$ cat config.mk
export PLATFORM = sky130hd
export DESIGN_NAME = fetch_queue_flat
export DESIGN_NICKNAME = d
export VERILOG_FILES = /design/src/rtl/fetch_queue_if.sv /design/src/rtl/fetch_queue.sv /design/src/flat_wrapper.sv
export SDC_FILE = /design/constraint.sdc
export NUM_CORES = 1
export LEC_CHECK = 0
export ABC_AREA = 1
export BUFFER_PORTS_ARGS = -buffer_cell sky130_fd_sc_hd__buf_2
export CORE_AREA = 3 3 114 116
export CTS_BUF_LIST = sky130_fd_sc_hd__clkbuf_2 sky130_fd_sc_hd__clkbuf_4 sky130_fd_sc_hd__clkbuf_8
export DETAILED_ROUTE_END_ITERATION = 7
export DIE_AREA = 0 0 117 119
export GPL_ROUTABILITY_DRIVEN = 1
export GPL_TIMING_DRIVEN = 0
export PLACE_DENSITY = 0.69
export RECOVER_POWER = 25
export SLEW_MARGIN = 10
export SYNTH_ARGS = -nofsm -noshare
export SYNTH_HDL_FRONTEND = slang
export SYNTH_SLANG_ARGS = --single-unit
export TNS_END_PERCENT = 1
$ cat constraint.sdc
create_clock -name Clk -period 4.2 [get_ports Clk]
set_input_delay 0.63 -clock Clk [delete_from_list [all_inputs] [get_ports Clk]]
set_output_delay 0.63 -clock Clk [all_outputs]
set_load 0.01 [all_outputs]
$ cat src/rtl/fetch_queue_if.sv
// Decode-side handshake of the fetch front end.
// Fetch is master (presents head), decode is slave (accepts).
interface fetch_queue_if #(
  parameter int P = 12,
  parameter int W = 9
);
  logic [W-1:0] InstOut;
  logic [P-1:0] InstPC;
  logic         InstValid;
  logic         InstReady;

  modport master (
    output InstOut, InstPC, InstValid,
    input  InstReady
  );

  modport slave (
    input  InstOut, InstPC, InstValid,
    output InstReady
  );
endinterface

$ cat src/rtl/fetch_queue.sv
// Instruction fetch front end: prefetch queue, redirect flush,
// halt/drain sequencing and a saturating cycle counter.
module fetch_queue #(
  parameter int P = 12,
  parameter int W = 9,
  parameter int DEPTH = 4,
  parameter logic [P-1:0] RESET_PC = '0
) (
  input  logic                     Clk,
  input  logic                     Reset_n,
  output logic [P-1:0]             ImemAddr,
  output logic                     ImemRe,
  input  logic [W-1:0]             ImemData,
  fetch_queue_if.master            dec,
  input  logic                     Redirect,
  input  logic [P-1:0]             RedirTarget,
  input  logic                     Halt,
  output logic                     Halted,
  output logic [15:0]              CycleCt,
  output logic [$clog2(DEPTH):0]   QCount
);
  localparam int AW = $clog2(DEPTH);
  localparam int CW = AW + 1;
  localparam logic [CW:0] DEPTH_W = (CW+1)'(DEPTH);

  logic [P-1:0]  fpc_q, fpc_d;
  logic [P-1:0]  ifpc_q, ifpc_d;
  logic          ifv_q, ifv_d;
  logic          kill_q, kill_d;
  logic          halt_q, halt_d;
  logic          halted_q, halted_d;
  logic          vld_q, vld_d;
  logic [AW-1:0] rd_q, rd_d;
  logic [AW-1:0] wr_q, wr_d;
  logic [CW-1:0] cnt_q, cnt_d;
  logic [15:0]   cyc_q, cyc_d;

  logic [P-1:0]  pc_mem  [DEPTH];
  logic [W-1:0]  ins_mem [DEPTH];

  logic          push, pop, full;
  logic [CW:0]   used;

  // Credits: queued entries plus the one response still in flight.
  assign used     = {1'b0, cnt_q} + (CW+1)'(ifv_q);
  assign ImemRe   = Reset_n && !halt_q && !Halt &&
                    (Redirect || used < DEPTH_W);
  assign ImemAddr = Redirect ? RedirTarget : fpc_q;

  assign pop  = vld_q && dec.InstReady;
  assign push = ifv_q && !kill_q && !Redirect;
  assign full = cnt_q == CW'(DEPTH);

  always_comb begin
    fpc_d    = ImemRe ? ImemAddr + P'(1) : fpc_q;
    ifv_d    = ImemRe;
    ifpc_d   = ImemRe ? ImemAddr : ifpc_q;
    kill_d   = Redirect && !ImemRe;
    halt_d   = halt_q || Halt;
    halted_d = halted_q ||
               (halt_q && cnt_q == '0 && !ifv_q);
    cyc_d    = cyc_q;
    if (!halted_q && cyc_q != 16'hFFFF)
      cyc_d = cyc_q + 16'd1;
    rd_d  = rd_q + AW'(pop);
    wr_d  = wr_q + AW'(push);
    cnt_d = cnt_q + CW'(push) - CW'(pop);
    if (Redirect) begin
      rd_d  = '0;
      wr_d  = '0;
      cnt_d = '0;
    end
    vld_d = cnt_d != '0;
  end

  always_ff @(posedge Clk or negedge Reset_n) begin
    if (!Reset_n) begin
      fpc_q    <= RESET_PC;
      ifpc_q   <= RESET_PC;
      ifv_q    <= 1'b0;
      kill_q   <= 1'b0;
      halt_q   <= 1'b0;
      halted_q <= 1'b0;
      vld_q    <= 1'b0;
      rd_q     <= '0;
      wr_q     <= '0;
      cnt_q    <= '0;
      cyc_q    <= '0;
    end else begin
      fpc_q    <= fpc_d;
      ifpc_q   <= ifpc_d;
      ifv_q    <= ifv_d;
      kill_q   <= kill_d;
      halt_q   <= halt_d;
      halted_q <= halted_d;
      vld_q    <= vld_d;
      rd_q     <= rd_d;
      wr_q     <= wr_d;
      cnt_q    <= cnt_d;
      cyc_q    <= cyc_d;
    end
  end

  always_ff @(posedge Clk) begin
    if (push) begin
      pc_mem[wr_q]  <= ifpc_q;
      ins_mem[wr_q] <= ImemData;
    end
  end

  assign dec.InstOut   = ins_mem[rd_q];
  assign dec.InstPC    = pc_mem[rd_q];
  assign dec.InstValid = vld_q;
  assign QCount        = cnt_q;
  assign Halted        = halted_q;
  assign CycleCt       = cyc_q;

  a_no_push_full: assert property (
    @(posedge Clk) disable iff (!Reset_n)
    !(push && full)
  );
endmodule

$ cat src/flat_wrapper.sv
// flat-port wrapper written by rule: the top's interface ports become plain ports
module fetch_queue_flat 
#(
  parameter int P = 12,
  parameter int W = 9,
  parameter int DEPTH = 4,
  parameter logic [P-1:0] RESET_PC = '0
)
  (Clk, Reset_n, ImemAddr, ImemRe, ImemData, Redirect, RedirTarget, Halt, Halted, CycleCt, QCount, dec_InstOut, dec_InstPC, dec_InstValid, dec_InstReady);
  fetch_queue_if #(.P(P), .W(W)) dec_i ();
  input  logic Clk;
  input  logic Reset_n;
  output logic [P-1:0] ImemAddr;
  output logic ImemRe;
  input  logic [W-1:0] ImemData;
  input  logic Redirect;
  input  logic [P-1:0] RedirTarget;
  input  logic Halt;
  output logic Halted;
  output logic [15:0] CycleCt;
  output logic [$clog2(DEPTH):0] QCount;
  output wire logic [$bits(dec_i.InstOut)-1:0] dec_InstOut;
  output wire logic [$bits(dec_i.InstPC)-1:0] dec_InstPC;
  output wire logic [$bits(dec_i.InstValid)-1:0] dec_InstValid;
  input wire logic [$bits(dec_i.InstReady)-1:0] dec_InstReady;
  assign dec_InstOut = dec_i.InstOut;
  assign dec_InstPC = dec_i.InstPC;
  assign dec_InstValid = dec_i.InstValid;
  assign dec_i.InstReady = dec_InstReady;
  fetch_queue #(.P(P), .W(W), .DEPTH(DEPTH), .RESET_PC(RESET_PC)) u_core (.Clk(Clk), .Reset_n(Reset_n), .ImemAddr(ImemAddr), .ImemRe(ImemRe), .ImemData(ImemData), .dec(dec_i), .Redirect(Redirect), .RedirTarget(RedirTarget), .Halt(Halt), .Halted(Halted), .CycleCt(CycleCt), .QCount(QCount));
endmodule
==> load_flow_metrics.sql <==
INSERT INTO impl_metrics (metric_group, metric, value, unit) VALUES
('floorplanning', 'die_w', '117', 'µm'),
('yosys', 'synth_simple_gate_area_share', '17.86', '%'),
('yosys', 'synth_top_cell_by_area', 'sky130_fd_sc_hd__edfxtp_1', ''),
('routing', 'finalWirelength', '12780', 'µm'),
('yosys', 'synthXorXnorAreaFrac', '2.207', '%'),
('routing', 'wl_per_cell', '15.40', 'µm'),
('critical_path', 'cp_data_arrival_time', '2.19', 'ns'),
('yosys', 'synth_compound_area_share', '9.227', '%'),
('power', 'power_density', '459.1', 'nW/µm²'),
('flow_run', 'cap_violations', '0', ''),
('cells_and_area', 'layout.cells.non_filler', '830', ''),
('sta', 'hold_viol_final', '0', ''),
('power', 'power.ir.vdd_worst', '0.0002371', 'V'),
('global_routing', 'grt.overflow.total', '0', ''),
('sta', 'final_period_minus_worst_setup_slack', '2.822', 'ns'),
('power', 'power_leakage', '0.002998', 'µW'),
('cts', 'max-clock-path-buffers', '2', ''),
('yosys', 'synth_edf_count', '84', ''),
('cells_and_area', 'finalInstanceArea', '7088', 'µm²'),
('yosys', 'synth_top_family_by_area', 'simple AND/OR/NAND/NOR gates', ''),
('sta', 'final_critical_path_setup_slack', '1.378', 'ns'),
('cells_and_area', 'num_antenna_cells', '0', ''),
('yosys', 'ys.warnings.count', '0', ''),
('placement', 'numPlacedInstances', '799', ''),
('cts', 'cts-hold-fix-buffers', '0', ''),
('cts', 'root_buffer', 'sky130_fd_sc_hd__clkbuf_8', ''),
('routing', 'routed_via_density', '5.206', ''),
('global_routing', 'grt_max_degree', '55', ''),
('global_routing', 'grt_pass1_wl', '20840', 'µm'),
('sta', 'setup_viol', '0', ''),
('placement', 'postPlaceCellArea', '6625', 'µm²'),
('yosys', 'postSynth.topFlopCell', 'sky130_fd_sc_hd__edfxtp_1', ''),
('cts', 'clk_transition_reported_paths', '0.08', 'ns'),
('cts', 'clock-sinks', '136', ''),
('yosys', 'synth.top_cell.area_share', '42.37', '%'),
('floorplanning', 'ioPinCount', '81', ''),
('critical_path', 'worstSetupStartpointType', 'register', ''),
('routing', 'drt_first_pass_iters', '5', ''),
('status', 'outcome', 'completed', ''),
('sta', 'rsz0062_at_grt', 'no', ''),
('yosys', 'syn-instance-count', '564', ''),
('floorplanning', 'coreArea', '12010', 'µm²'),
('yosys', 'seq_area_frac_synth', '64.23', '%'),
('routing', 'drtAntennaViolNets', '0', ''),
('floorplanning', 'num_rows', '40', ''),
('routing', 'detail_route.iter0.violations', '335', ''),
('yosys', 'post_synth_instance_area', '5953', 'µm²'),
('cts', 'cts.repair.resized', '0', ''),
('yosys', 'synthArstFlopShare', '38.24', '%'),
('sta', 'worst-slew-pin-transition', '0.7731', 'ns'),
('sta', 'worst_clock_skew', '0.009946', 'ns'),
('global_routing', 'grt_util_all_layers', '19.35', '%'),
('yosys', 'most_used_standard_cell_by_instance_count_after_synthesis', 'sky130_fd_sc_hd__nand2_1', ''),
('cts', 'cts_setup_buffers', '0', ''),
('min_path', 'worstHoldPathType', 'input pin to asynchronous set/reset pin', ''),
('cells_and_area', 'final_layout_size_suffix_gt1_share', '22.25', '%'),
('cts', 'worst_skew_pair.late_latency', '0.44', 'ns'),
('routing', 'vias', '4321', ''),
('global_routing', 'number_of_global_route_vias_before_repair', '4207', ''),
('placement', 'preCtsSetupSlack', '0.9574', 'ns'),
('routing', 'dr.max_layer_used', 'met4', ''),
('yosys', 'post_synth_mux_area_share', '0', '%'),
('yosys', 'synth.top_cells.by_count', 'sky130_fd_sc_hd__nand2_1, sky130_fd_sc_hd__edfxtp_1, sky130_fd_sc_hd__nor2_1', ''),
('critical_path', 'worst_ep_required_time', '3.57', 'ns'),
('yosys', 'yosys.cell_types.count', '37', ''),
('yosys', 'synth.net_count', '598', ''),
('floorplanning', 'fp.dieArea', '13920', 'µm²'),
('yosys', 'synth_top_cells_by_area', 'sky130_fd_sc_hd__edfxtp_1, sky130_fd_sc_hd__dfrtp_1, sky130_fd_sc_hd__nand2_1', ''),
('critical_path', 'critical_path_class', 'register to output port', ''),
('critical_path', 'critical_path.endpoint_type', 'output port', ''),
('sta', 'drv_slew', '0', '');
[layout make-up]
| type | count | area, µm² | area share, % |
|---|---|---|---|
| Clock inverter | 12 | 222.7 | 3.142 |
| Sequential cell | 136 | 3824 | 53.95 |
| Multi-Input combinational cell | 365 | 1872 | 26.41 |
| Clock buffer | 19 | 249.0 | 3.513 |
| Timing Repair Buffer | 88 | 459.2 | 6.478 |
| Tap cell | 147 | 183.9 | 2.595 |
| Buffer | 22 | 121.4 | 1.712 |
| Inverter | 41 | 156.4 | 2.207 |
[power by group]
| part | total [µW] | internal, µW | switching, µW | leakage [µW] |
|---|---|---|---|---|
| clock network | 1270 | 778 | 495 | 0.000235 |
| registers | 1480 | 1440 | 32.6 | 0.00147 |
| logic | 506 | 179 | 327 | 0.00129 |
| total | 3250 | 2400 | 855 | 0.00300 |
[final timing paths]
check,start,endpoint,slack (ns),cells after the start
min,Reset_n,u_core.ifpc_q[7],0.23,1
max,u_core.rd_q[0],dec_InstPC[10],1.38,6
max reg2reg,u_core.ifv_q,u_core.ins_mem[0][4],1.83,6
min in group Clk,Halt,u_core.halt_q,0.41,3
max in group asynchronous,Reset_n,u_core.wr_q[1],3.51,1
min reg2reg,u_core.fpc_q[1],u_core.fpc_q[1],0.47,2
[state kept, by name, summed over array words and instances (netlist names)]
| signal | flops |
|---|---|
| u_core.pc_mem | 48 |
| u_core.ifv_q | 1 |
| u_core.ins_mem | 36 |
| u_core.QCount | 3 |
| u_core.kill_q | 1 |
| u_core.ifpc_q | 12 |
| u_core.fpc_q | 12 |
| u_core.Halted | 1 |
| u_core.CycleCt | 16 |
| u_core.rd_q | 2 |
| u_core.dec.InstValid | 1 |
| u_core.halt_q | 1 |
| u_core.wr_q | 2 |
[metal layers]
metal	global-route usage, %	up-vias
li1	-	2132
met1	26.46	2033
met2	30.65	140
met3	4.776	16
met4	5.591	0
met5	0	-
[cells by family after synthesis]
| logic type | after synthesis |
|---|---|
| AO/OA/AOI/OAI | 95 |
| XOR/XNOR | 15 |
| adder cells (fa/ha/maj) | 8 |
| buffers and inverters | 63 |
| flip-flops | 136 |
| AND/OR/NAND/NOR | 247 |
[worst max-delay path, stage by stage (launching register included)]
cell                       delay [ns]
sky130_fd_sc_hd__dfrtp_1         0.38
sky130_fd_sc_hd__clkbuf_1        0.19
sky130_fd_sc_hd__inv_1           0.18
sky130_fd_sc_hd__clkbuf_1        0.42
sky130_fd_sc_hd__o21ai_0         0.16
sky130_fd_sc_hd__o22ai_1         0.24
sky130_fd_sc_hd__buf_2           0.18
[per-stage QoR]
step | util [%] | hold WS [ns]
floorplan | - | 0.3344
global placement | 54.43 | 0.4545
detailed placement | 55.16 | 0.4601
CTS | 59.08 | 0.3811
global route | 59.01 | 0.2688
finish | 59.01 | 0.2280
[cell usage in the layout (no fill, tap or decap), types with 10 or more instances in the layout]
cell / count
sky130_fd_sc_hd__dfrtp_1: 52
sky130_fd_sc_hd__nor2_1: 60
sky130_fd_sc_hd__xor2_1: 10
sky130_fd_sc_hd__nand2_1: 125
sky130_fd_sc_hd__nand3_1: 26
sky130_fd_sc_hd__clkbuf_1: 20
sky130_fd_sc_hd__clkbuf_8: 17
sky130_fd_sc_hd__inv_1: 38
sky130_fd_sc_hd__buf_2: 74
sky130_fd_sc_hd__o22ai_1: 21
sky130_fd_sc_hd__o21ai_0: 57
sky130_fd_sc_hd__edfxtp_1: 84
Note: power is estimated with default switching activity, not from simulation.
